--- src/rtl/layer_mac_sched.sv ---
// Fully connected layer sequencer: drives one shared Q8.8 multiplier through
// N_OUT neurons of N_IN terms, saturating-accumulates products, writes act(acc).
module layer_mac_sched #(
  parameter int N_IN  = 4,
  parameter int N_OUT = 3,
  parameter int RELU  = 1,
  parameter int AW    = 4,
  parameter int WAW   = 4,
  parameter int YW    = 2
) (
  input  logic           clk,
  input  logic           rst,
  input  logic           START,
  output logic [AW-1:0]  A_ADDR,
  output logic [WAW-1:0] W_ADDR,
  input  logic [15:0]    MUL_P,
  output logic [YW-1:0]  Y_ADDR,
  output logic [15:0]    Y_DATA,
  output logic           Y_WE,
  output logic           BUSY,
  output logic           DONE
);

  typedef enum logic [2:0] {
    S_IDLE,
    S_ISSUE,
    S_DRAIN,
    S_WRITE,
    S_FIN
  } state_t;

  state_t      state, state_nxt;
  logic [YW-1:0] j;
  logic        dcnt;
  logic        v1, v2;
  logic [15:0] acc, acc_sat, acc_nxt, y_act;
  logic [16:0] sum;
  logic        last_i, last_j;

  // A_ADDR doubles as the input index i; W_ADDR runs linearly across neurons.
  assign last_i = (A_ADDR == AW'(N_IN - 1));
  assign last_j = (j == YW'(N_OUT - 1));

  always_comb begin
    sum = {acc[15], acc} + {MUL_P[15], MUL_P};
    if (sum[16] != sum[15])
      acc_sat = sum[16] ? 16'h8000 : 16'h7FFF;
    else
      acc_sat = sum[15:0];
    acc_nxt = v2 ? acc_sat : acc;
    y_act   = ((RELU != 0) && acc_nxt[15]) ? '0 : acc_nxt;
  end

  always_ff @(posedge clk) begin
    if (rst) state <= S_IDLE;
    else     state <= state_nxt;
  end

  always_comb begin
    state_nxt = state;
    BUSY      = 1'b0;
    DONE      = 1'b0;
    Y_WE      = 1'b0;
    case (state)
      S_IDLE:  if (START) state_nxt = S_ISSUE;
      S_ISSUE: begin
        BUSY = 1'b1;
        if (last_i) state_nxt = S_DRAIN;
      end
      S_DRAIN: begin
        BUSY = 1'b1;
        if (dcnt) state_nxt = S_WRITE;
      end
      S_WRITE: begin
        BUSY      = 1'b1;
        Y_WE      = 1'b1;
        state_nxt = last_j ? S_FIN : S_ISSUE;
      end
      S_FIN: begin
        DONE      = 1'b1;
        state_nxt = S_IDLE;
      end
      default: state_nxt = S_IDLE;
    endcase
  end

  always_ff @(posedge clk) begin
    if (rst) begin
      A_ADDR <= '0;
      W_ADDR <= '0;
      Y_ADDR <= '0;
      Y_DATA <= '0;
      j      <= '0;
      dcnt   <= 1'b0;
      v1     <= 1'b0;
      v2     <= 1'b0;
      acc    <= '0;
    end else begin
      v1  <= (state == S_ISSUE);
      v2  <= v1;
      acc <= acc_nxt;
      case (state)
        S_IDLE: if (START) begin
          A_ADDR <= '0;
          W_ADDR <= '0;
          j      <= '0;
          dcnt   <= 1'b0;
          acc    <= '0;
        end
        S_ISSUE: begin
          dcnt <= 1'b0;
          if (!last_i) begin
            A_ADDR <= A_ADDR + 1'b1;
            W_ADDR <= W_ADDR + 1'b1;
          end
        end
        S_DRAIN: begin
          dcnt <= ~dcnt;
          // Last product lands this cycle, so the result is taken from acc_nxt.
          if (dcnt) begin
            Y_DATA <= y_act;
            Y_ADDR <= j;
          end
        end
        S_WRITE: if (!last_j) begin
          j      <= j + 1'b1;
          A_ADDR <= '0;
          W_ADDR <= W_ADDR + 1'b1;
          acc    <= '0;
        end
        default: ;
      endcase
    end
  end

endmodule

--- config.mk ---
export PLATFORM = sky130hd
export DESIGN_NAME = layer_mac_sched
export DESIGN_NICKNAME = d
export VERILOG_FILES = /design/src/rtl/layer_mac_sched.sv
export SDC_FILE = /design/constraint.sdc
export NUM_CORES = 1
export LEC_CHECK = 0
export ABC_AREA = 0
export CORE_AREA = 10 10 117 119
export CTS_BUF_LIST = sky130_fd_sc_hd__clkbuf_2
export CTS_CLUSTER_SIZE = 14
export DETAILED_ROUTE_END_ITERATION = 12
export DIE_AREA = 0 0 127 129
export HOLD_SLACK_MARGIN = 0.08
export PLACE_DENSITY = 0.45
export RECOVER_POWER = 25
export REMOVE_ABC_BUFFERS = 1
export SLEW_MARGIN = 20
export SYNTH_ARGS = -nofsm -noshare
export SYNTH_HDL_FRONTEND = slang
export SYNTH_SLANG_ARGS = --single-unit
--- constraint.sdc ---
create_clock -name clk -period 4.8 [get_ports clk]
set_input_delay 0.96 -clock clk [delete_from_list [all_inputs] [get_ports clk]]
set_output_delay 0.96 -clock clk [all_outputs]
set_load 0.02 [all_outputs]
==> impl_metrics.csv <==
group,metric,value,unit
cells_and_area,antenna_cells,0,
sta,skew,0.0244,ns
drt,dr.pass1.iters,4,
setup_path,path_max_fanout,11,
sta,finalCritPeriodShare,0.750,
sta,slew_headroom,0.133,
power_and_ir_drop,pwr-share-clk,0.342,
die,die_w,127,um
grt,grt_pass1_vias,2569,
sta,fmax,0.278,GHz
flow_run,max-cap-violations,0,
synthesis,ys.flop_type,"dfxtp_1",
sta,finalSetupTns,0,ns
sta,drv_slew,0,
sta,hold_viol,0,
clock_tree,path_clk_slew,0.25,ns
clock_tree,cts-htree-levels,2,
die,core_area,11300,um^2
clock_tree,ctsResizeCount,0,
hold_path,hold_depth,1,
synthesis,synth_area_per_cell,7.98,um^2
placed_design,portBuffers,46,
die,rows,39,
drt,postRouteAntennaNets,0,
clock_tree,cts_tree,"yes",
hold_path,min_from,"v1",
grt,grt_max_degree,20,
clock_tree,cts_hold_buf,0,
cells_and_area,drive_gt1_frac,0.0515,
setup_path,cp.arrival,3.98,ns
synthesis,ys_ff_latch,49,
placed_design,globalplace.congestion,0.811,
hold_path,min_path_type,"register to register",
clock_tree,clkSinkCount,49,
cells_and_area,final_core_util,0.304,
setup_path,cpMostUsedCell,"a21oi_1",
die,die_height,129,um
setup_path,critical_path.startpoint_type,"input pin",
synthesis,synthCells,348,
power_and_ir_drop,p_leak,1.28,nW
power_and_ir_drop,power_density,240,nW/um^2
clock_tree,cts-root-buf,"clkbuf_2",
clock_tree,cts_made_buffers,5,
synthesis,synth_seq_area_share,0.353,
grt,antenna_found_initial,0,
setup_path,path_class,"input pin to register",
clock_tree,cts_setup_buffers,0,
drt,vias,2534,
sta,tightest_slew,1.30,ns
sta,fin_crit,3.60,ns
placed_design,placed_area,3350,um^2
cells_and_area,fin_area,3440,um^2
drt,drtIter0Drc,99,
setup_path,worst-path-stages,11,
cells_and_area,nets,426,
setup_path,crit_chain,"clkdlybuf4s50_1 > ha_1 > inv_1 > fa_1 > nand2b_1 > a21oi_1 > a21oi_1 > o21ba_2 > mux2i_2 > nand2_1 > o22ai_1",
synthesis,async_flop_share,0,
synthesis,ys_warn_count,0,
setup_path,rrSetupSlack,1.65,ns
drt,totalWireLength,7.77,mm
power_and_ir_drop,seqPwrFrac,0.508,
grt,grt-ovfl-total,0,
die,pin_count,48,
setup_path,cp_num_buf_inv,2,
setup_path,crit_path_end_kind,"register",
setup_path,critPathSlowestCell,"clkdlybuf4s50_1",
cells_and_area,n_fill_cell,1249,
sta,rsz0062_at_grt,"no",
drt,via_per_inst,4.77,
setup_path,cpPeakStageDelay,0.49,ns
setup_path,timing.rr.start,"j[0]",
grt,grt_pass1_wl,13.0,mm
drt,drc,0,
power_and_ir_drop,p_sw,222,uW
setup_path,cp.required,5.18,ns
synthesis,syn_area,2780,um^2
sta,setup_viol,0,
power_and_ir_drop,power.internal,604,uW
setup_path,rr_endpoint,"acc[14]",
clock_tree,clk-insertion-delay-late,0.45,ns
status,status,"finished clean",
grt,grt_util_all_layers,0.0954,
clock_tree,clk_path_buf_depth,2,
hold_path,whs_endpoint,"v2",
die,dieArea,16400,um^2
power_and_ir_drop,comb_power_share,0.150,
synthesis,synth_cell_types,52,
setup_path,reg2reg_depth,8,
power_and_ir_drop,swShare,0.269,
placed_design,hpwlAfterDp,5.71,mm
die,start_util,0.245,
drt,wire_per_inst,14.6,um
setup_path,crit_family,"compound AO/OA/AOI/OAI gates",
cells_and_area,areaGrowthSynthToFinish,24.0,%
power_and_ir_drop,max-vdd-ir-drop,0.000103,V
synthesis,synth_edf_count,0,
## cell usage after synthesis (5+ instances only)
master,number,area share
nor3_1,11,0.020
nand2b_1,5,0.011
nor2_1,48,0.065
nor2b_1,6,0.014
inv_1,9,0.012
buf_2,5,0.0090
o21ai_0,14,0.025
xor2_1,7,0.022
o221ai_1,10,0.032
nand2_1,51,0.069
clkbuf_1,7,0.0095
a21oi_1,31,0.056
dfxtp_1,49,0.35
o22ai_1,10,0.023
xnor2_1,6,0.019
ha_1,19,0.086
## cell type report
cell class	instances	area, um^2	area share
clock inverter	3	65.1	0.0189
tap	143	179	0.0519
timing repair buffer	48	475	0.138
inverter	10	37.5	0.0109
sequential	49	981	0.285
multi-input combinational	273	1680	0.488
clock buffer	5	25.0	0.00726
## metal layers
metal / vias up / share of wire / GRT usage
li1: 1310 / - / -
met1: 1160 / 0.48 / 0.118
met2: 56 / 0.46 / 0.157
met3: 8 / 0.053 / 0.0308
met4: 0 / 0.0093 / 0.0234
met5: - / 0 / 0
## layout by cell type, fill, tap and decap left out, types with 6 or more instances in the layout
| master | synthesis | routed |
|---|---|---|
| a21oi_1 | 31 | 31 |
| o22ai_1 | 10 | 10 |
| ha_1 | 19 | 19 |
| inv_1 | 9 | 9 |
| dfxtp_1 | 49 | 49 |
| clkdlybuf4s50_1 | 0 | 43 |
| o221ai_1 | 10 | 10 |
| nand2_1 | 51 | 51 |
| nor2_1 | 48 | 48 |
| o21ai_0 | 14 | 14 |
| nor3_1 | 11 | 11 |
| xor2_1 | 7 | 7 |
| nor2b_1 | 6 | 6 |
| xnor2_1 | 6 | 6 |
## how the worst max path moves through the flow
stage,startpoint,end,slack (ns)
6_report,MUL_P[0],acc[14],1.20
5_1_grt,MUL_P[0],acc[14],1.01
4_1_cts,MUL_P[0],acc[14],1.21
3_5_place_dp,MUL_P[0],acc[14],0.69
3_3_place_gp,MUL_P[9],Y_DATA[4],0.83
2_1_floorplan,MUL_P[0],Y_DATA[10],1.52
## cell families after synthesis
family                     count (synthesis)  share of synthesized area
other                                      1                    0.00135
DFF                                       49                      0.353
muxes                                      5                     0.0194
buffers and inverters                     26                     0.0414
AOI/OAI and AO/OA                         96                      0.232
xor gates and xnor gates                  13                     0.0410
and+or+nand+nor                          138                      0.218
adders and majority gates                 20                     0.0928
## flip-flops by register name, summed over array words and instances, names as in the netlist
| register | count |
|---|---|
| v1 | 1 |
| v2 | 1 |
| A_ADDR | 4 |
| W_ADDR | 4 |
| j | 2 |
| state | 3 |
| Y_ADDR | 2 |
| Y_DATA | 15 |
| acc | 16 |
| dcnt | 1 |
## power groups by stage
stage / Clock, mW / Sequential (mW) / Combinational [mW]
4_1_cts: 0.298 / 0.421 / 0.126
3_3_place_gp: 0 / 0.428 / 0.126
6_report: 0.282 / 0.420 / 0.124
5_1_grt: 0.311 / 0.422 / 0.140
2_1_floorplan: 0 / 0.428 / 0.0781
3_5_place_dp: 0 / 0.428 / 0.125
## per-stage QoR
stage / instances / hold slack (ns) / setup slack, ns / power, mW
2_1_floorplan: 332 / 0.414 / 1.52 / 0.506
3_3_place_gp: 523 / 0.422 / 0.829 / 0.553
3_5_place_dp: 523 / 0.425 / 0.690 / 0.553
4_1_cts: 531 / 0.467 / 1.21 / 0.845
5_1_grt: 531 / 0.480 / 1.01 / 0.873
6_report: 531 / 0.463 / 1.20 / 0.826
No activity file was read; power rests on OpenSTA's default activity.
